===== src/rtl/multi_mode_ff_bank.sv =====
// Bank of WIDTH flip-flops that act as SR, JK, D or T cells, all in the same mode.
// Also provides parallel load, sticky SR-invalid flags and a saturating change counter.
module multi_mode_ff_bank #(
  parameter int WIDTH   = 4,
  parameter int CNT_W   = 8,
  parameter int SR_BOTH = 0
) (
  input  logic             clk,
  input  logic             rst,
  input  logic             en,
  input  logic [1:0]       mode,
  input  logic [WIDTH-1:0] a,
  input  logic [WIDTH-1:0] b,
  input  logic             load,
  input  logic [WIDTH-1:0] ld_val,
  input  logic             err_clr,
  output logic [WIDTH-1:0] q,
  output logic [WIDTH-1:0] qbar,
  output logic [WIDTH-1:0] err,
  output logic             err_any,
  output logic [CNT_W-1:0] chg_cnt
);

  localparam logic [1:0] MODE_SR = 2'b00;
  localparam logic [1:0] MODE_JK = 2'b01;
  localparam logic [1:0] MODE_D  = 2'b10;
  localparam logic [1:0] MODE_T  = 2'b11;
  localparam logic [CNT_W-1:0] CNT_MAX = '1;

  logic [WIDTH-1:0] q_r;
  logic [WIDTH-1:0] err_r;
  logic [CNT_W-1:0] cnt_r;
  logic [WIDTH-1:0] fn_q;
  logic [WIDTH-1:0] q_next;
  logic [WIDTH-1:0] err_set;
  logic [WIDTH-1:0] err_next;

  // Per-bit cell function for the current mode; untouched bits hold.
  always_comb begin
    fn_q = q_r;
    for (int i = 0; i < WIDTH; i++) begin
      case (mode)
        MODE_SR: begin
          case ({a[i], b[i]})
            2'b10: fn_q[i] = 1'b1;
            2'b01: fn_q[i] = 1'b0;
            2'b11: begin
              // Any SR_BOTH value other than 1 or 2 keeps the bit.
              if (SR_BOTH == 1)      fn_q[i] = 1'b1;
              else if (SR_BOTH == 2) fn_q[i] = 1'b0;
            end
            default: ;
          endcase
        end
        MODE_JK: begin
          case ({a[i], b[i]})
            2'b10:   fn_q[i] = 1'b1;
            2'b01:   fn_q[i] = 1'b0;
            2'b11:   fn_q[i] = ~q_r[i];
            default: ;
          endcase
        end
        MODE_D: fn_q[i] = a[i];
        MODE_T: if (a[i]) fn_q[i] = ~q_r[i];
        default: ;
      endcase
    end
  end

  always_comb begin
    q_next   = load ? ld_val : (en ? fn_q : q_r);
    err_set  = (en && !load && mode == MODE_SR) ? (a & b) : '0;
    // A fresh error on the clearing edge survives the clear.
    err_next = (err_clr ? '0 : err_r) | err_set;
  end

  always_ff @(posedge clk) begin
    if (rst) begin
      q_r   <= '0;
      err_r <= '0;
      cnt_r <= '0;
    end else begin
      q_r   <= q_next;
      err_r <= err_next;
      if (q_next != q_r && cnt_r != CNT_MAX) cnt_r <= cnt_r + CNT_W'(1);
    end
  end

  assign q       = q_r;
  assign qbar    = ~q_r;
  assign err     = err_r;
  assign err_any = |err_r;
  assign chg_cnt = cnt_r;

endmodule


===== config.mk =====
export PLATFORM = sky130hd
export DESIGN_NAME = multi_mode_ff_bank
export DESIGN_NICKNAME = d
export VERILOG_FILES = /design/src/rtl/multi_mode_ff_bank.sv
export SDC_FILE = /design/constraint.sdc
export NUM_CORES = 1
export LEC_CHECK = 0
export BUFFER_PORTS_ARGS = -buffer_cell sky130_fd_sc_hd__buf_4
export CAP_MARGIN = 5
export CORE_UTILIZATION = 45
export CTS_CLUSTER_SIZE = 24
export DETAILED_ROUTE_END_ITERATION = 16
export PLACE_DENSITY = 0.72
export SLEW_MARGIN = 20
export SYNTH_ARGS = -nofsm -noshare
export SYNTH_HDL_FRONTEND = slang
export SYNTH_SLANG_ARGS = --single-unit

===== constraint.sdc =====
create_clock -name clk -period 3.38 [get_ports clk]
set_input_delay 0.169 -clock clk [delete_from_list [all_inputs] [get_ports clk]]
set_output_delay 0.169 -clock clk [all_outputs]
set_load 0.02 [all_outputs]

==> metrics.yaml <==
clock_network:
  clock_latency_ns: 0.31
  cts_buffer_depth: 2
  cts-hold-fix-buffers: 0
  path_clk_slew_ns: 0.11
  cts.sinks: 16
  cts_root_buf: "clkbuf_4"
  post_cts_buffers: 0
  cts_buffers: 3
  htreeDepth: 1
  cts_resized: 0
  cts_tree: "built"
setup_path:
  cp_data_required_time_ns: 3.62
  crit_path_top_delay_cell: "or4_1"
  cpPeakStageDelay_ns: 0.52
  crit_path_start_kind: "flip-flop"
  cp_max_fo: 11
  crit_type: "flip-flop to flip-flop"
  cp.buffers_inverters: 1
  rr_endpoint: "chg_cnt[7]"
  cp.arrival_ns: 2.40
  reg2reg_setup_slack_ns: 1.21
  end_kind: "flip-flop"
  worstPathCellList: "inv_1 -> o21a_1 -> o311a_1 -> o22ai_2 -> o22ai_2 -> or4_1 -> a21oi_1"
  r2r_start: "q[3]"
  r2r_cells: 7
  critical-path-top-delay-family: "compound AO/OA/AOI/OAI gates"
  cpMostUsedCell: "o22ai_2"
  cp-startpoint: "q[3]"
routing:
  wl_per_cell_um: 14.07
  dr.first_iter.drc_count: 44
  viasPerCell: 5.965
  dr.pass1.iters: 5
  ant_nets: 0
  drc: 0
  wirelength_um: 3207
  vias: 1360
floorplanning:
  io_pins: 40
  die_w_um: 55.20
  die_y_um: 55.20
  rows: 18
  fp.dieArea_sq_mm: 0.003047
  start_util_pct: 49.61
  core-area_sq_mm: 0.002567
placed_design:
  dp_hpwl_um: 2346
  globalplace.congestion: 0.7365
  placement.io_buffers: 39
grt:
  grt_max_degree: 19
  grt_pass1_wl_um: 5292
  grt.total_usage_pct: 21.21
  grt_pass1_vias: 1232
  grt.overflow.total: 0
  antenna_found_initial: 0
logic_synthesis:
  ys_seq_area_share_pct: 25.15
  syn_area_sq_mm: 0.001274
  ys_ff_latch: 16
  synth_top_flop_cell: "dfxtp_1"
  synth_nets: 190
  synth_cells: 162
  post_synth.cell_area_avg_sq_um: 7.862
  synth-edff-count: 0
  synth_warnings: 0
  ys_types: 36
  async_flop_share_pct: 0
pwr:
  vdd_drop_max_v: 0.0002424
  leakage_nw: 0.7295
  p_per_area_mw_per_mm2: 319.1
  finalPower_w: 0.0005094
sta:
  clock_skew_ns: 0.006585
  setup_viol: 0
  final-hold-violation-count: 0
  fmax_mhz: 461.7
  slew_viol_final: 0
  worst_slew_pin_slew_ns: 0.4795
  finalCriticalPeriod_ns: 2.166
  maxSlewHeadroom_pct: 68.04
  fin_setup_tns_ns: 0
  fin_crit_sh_pct: 64.08
  rsz0062_at_grt: "false"
worst_hold_path:
  min_to: "err[1]"
  hold_depth: 2
  hp-class: "input pin to flip-flop"
  hp-start: "rst"
outcome:
  status: "finished, final reports clean"
finish:
  final_cell_mix: "buf_4 (39), nand2_1 (22), dfxtp_1 (16), inv_1 (13), a31oi_1 (12)"
  nets: 227
  drive_gt1_share_pct: 24.75
  syn_to_final_growth_pct: 25.34
  layout_commonest_cell: "buf_4"
  antenna_cells: 0
run:
  cap_violations: 0
[stage by stage]
step                setup slack, ns  instance area (sq um)  instances  utilization, %  hold slack [ns]
finish                        1.214                   1597        228           62.18           0.1189
detailed placement            1.016                   1560        224           60.77           0.4492
global placement              1.111                   1560        224           60.77           0.4416
floorplan                     1.163                   1274        162               -           0.2714
CTS                           1.235                   1597        228           62.18           0.1132
global route                  1.100                   1597        228           62.18           0.1141
[where the power goes]
| group | switching [W] | leakage (nW) | internal [W] |
|---|---|---|---|
| Combinational | 0.0000881 | 0.578 | 0.0000704 |
| Sequential | 0.0000154 | 0.131 | 0.000199 |
| Clock | 0.0000711 | 0.0210 | 0.0000658 |
[synthesized netlist by cell type (3+ instances only)]
cell	count	share of area, %
a21oi_1	10	3.9
a31oi_1	12	5.9
and4b_1	3	2.4
dfxtp_1	16	25
ha_1	9	8.8
inv_1	13	3.8
mux2i_1	5	3.9
nand2_1	22	6.5
nand2b_1	5	2.5
nand3_1	4	1.6
nor2_1	8	2.4
nor2b_1	10	4.9
o211ai_1	3	1.8
o21ai_0	4	1.6
o22ai_2	3	2.9
o2bb2ai_1	3	2.1
or4_1	4	2.4
[cell type report]
cell class | instances | area (sq um)
clock buffer | 4 | 36.28
multi-input combinational | 126 | 860.8
inverter | 13 | 48.80
sequential | 16 | 320.3
timing repair buffer | 39 | 292.8
tap | 30 | 37.54
fill | 242 | 970.9
[cells by family after synthesis]
group	after synthesis	share of synthesized area, %
flops	16	25.15
fa+ha+maj	9	8.841
xor+xnor	1	0.6877
mux	5	3.929
buf+inv	20	7.269
compound gates	48	27.51
simple gates	63	26.62
[metal layers]
layer | part of all wire (%) | wire length, um | track usage, %
met1 | 46 | 1473 | 25.97
met4 | 1.4 | 46 | 10.00
met5 | 0 | 0 | 0
met2 | 48 | 1535 | 35.97
met3 | 4.7 | 152 | 3.513
[how the worst max path moves through the flow]
stage / cells after the start / to / slack, ns
3_5_place_dp: 9 / chg_cnt[7] / 1.02
4_1_cts: 7 / chg_cnt[7] / 1.23
3_3_place_gp: 9 / chg_cnt[7] / 1.11
2_1_floorplan: 8 / chg_cnt[5] / 1.16
5_1_grt: 7 / chg_cnt[7] / 1.10
6_report: 7 / chg_cnt[7] / 1.21
[state kept, by name, summed over array words and instances (netlist names)]
register and flops:
q 4, err 4, chg_cnt 8
[worst register-to-register path, delay by kind of cell, from the launching register on]
family | cells | cell delay, ns
simple gates | 1 | 0.52
buf+inv | 1 | 0.08
flops | 1 | 0.43
compound gates | 5 | 1.06
(Power assumes the default switching activity.)
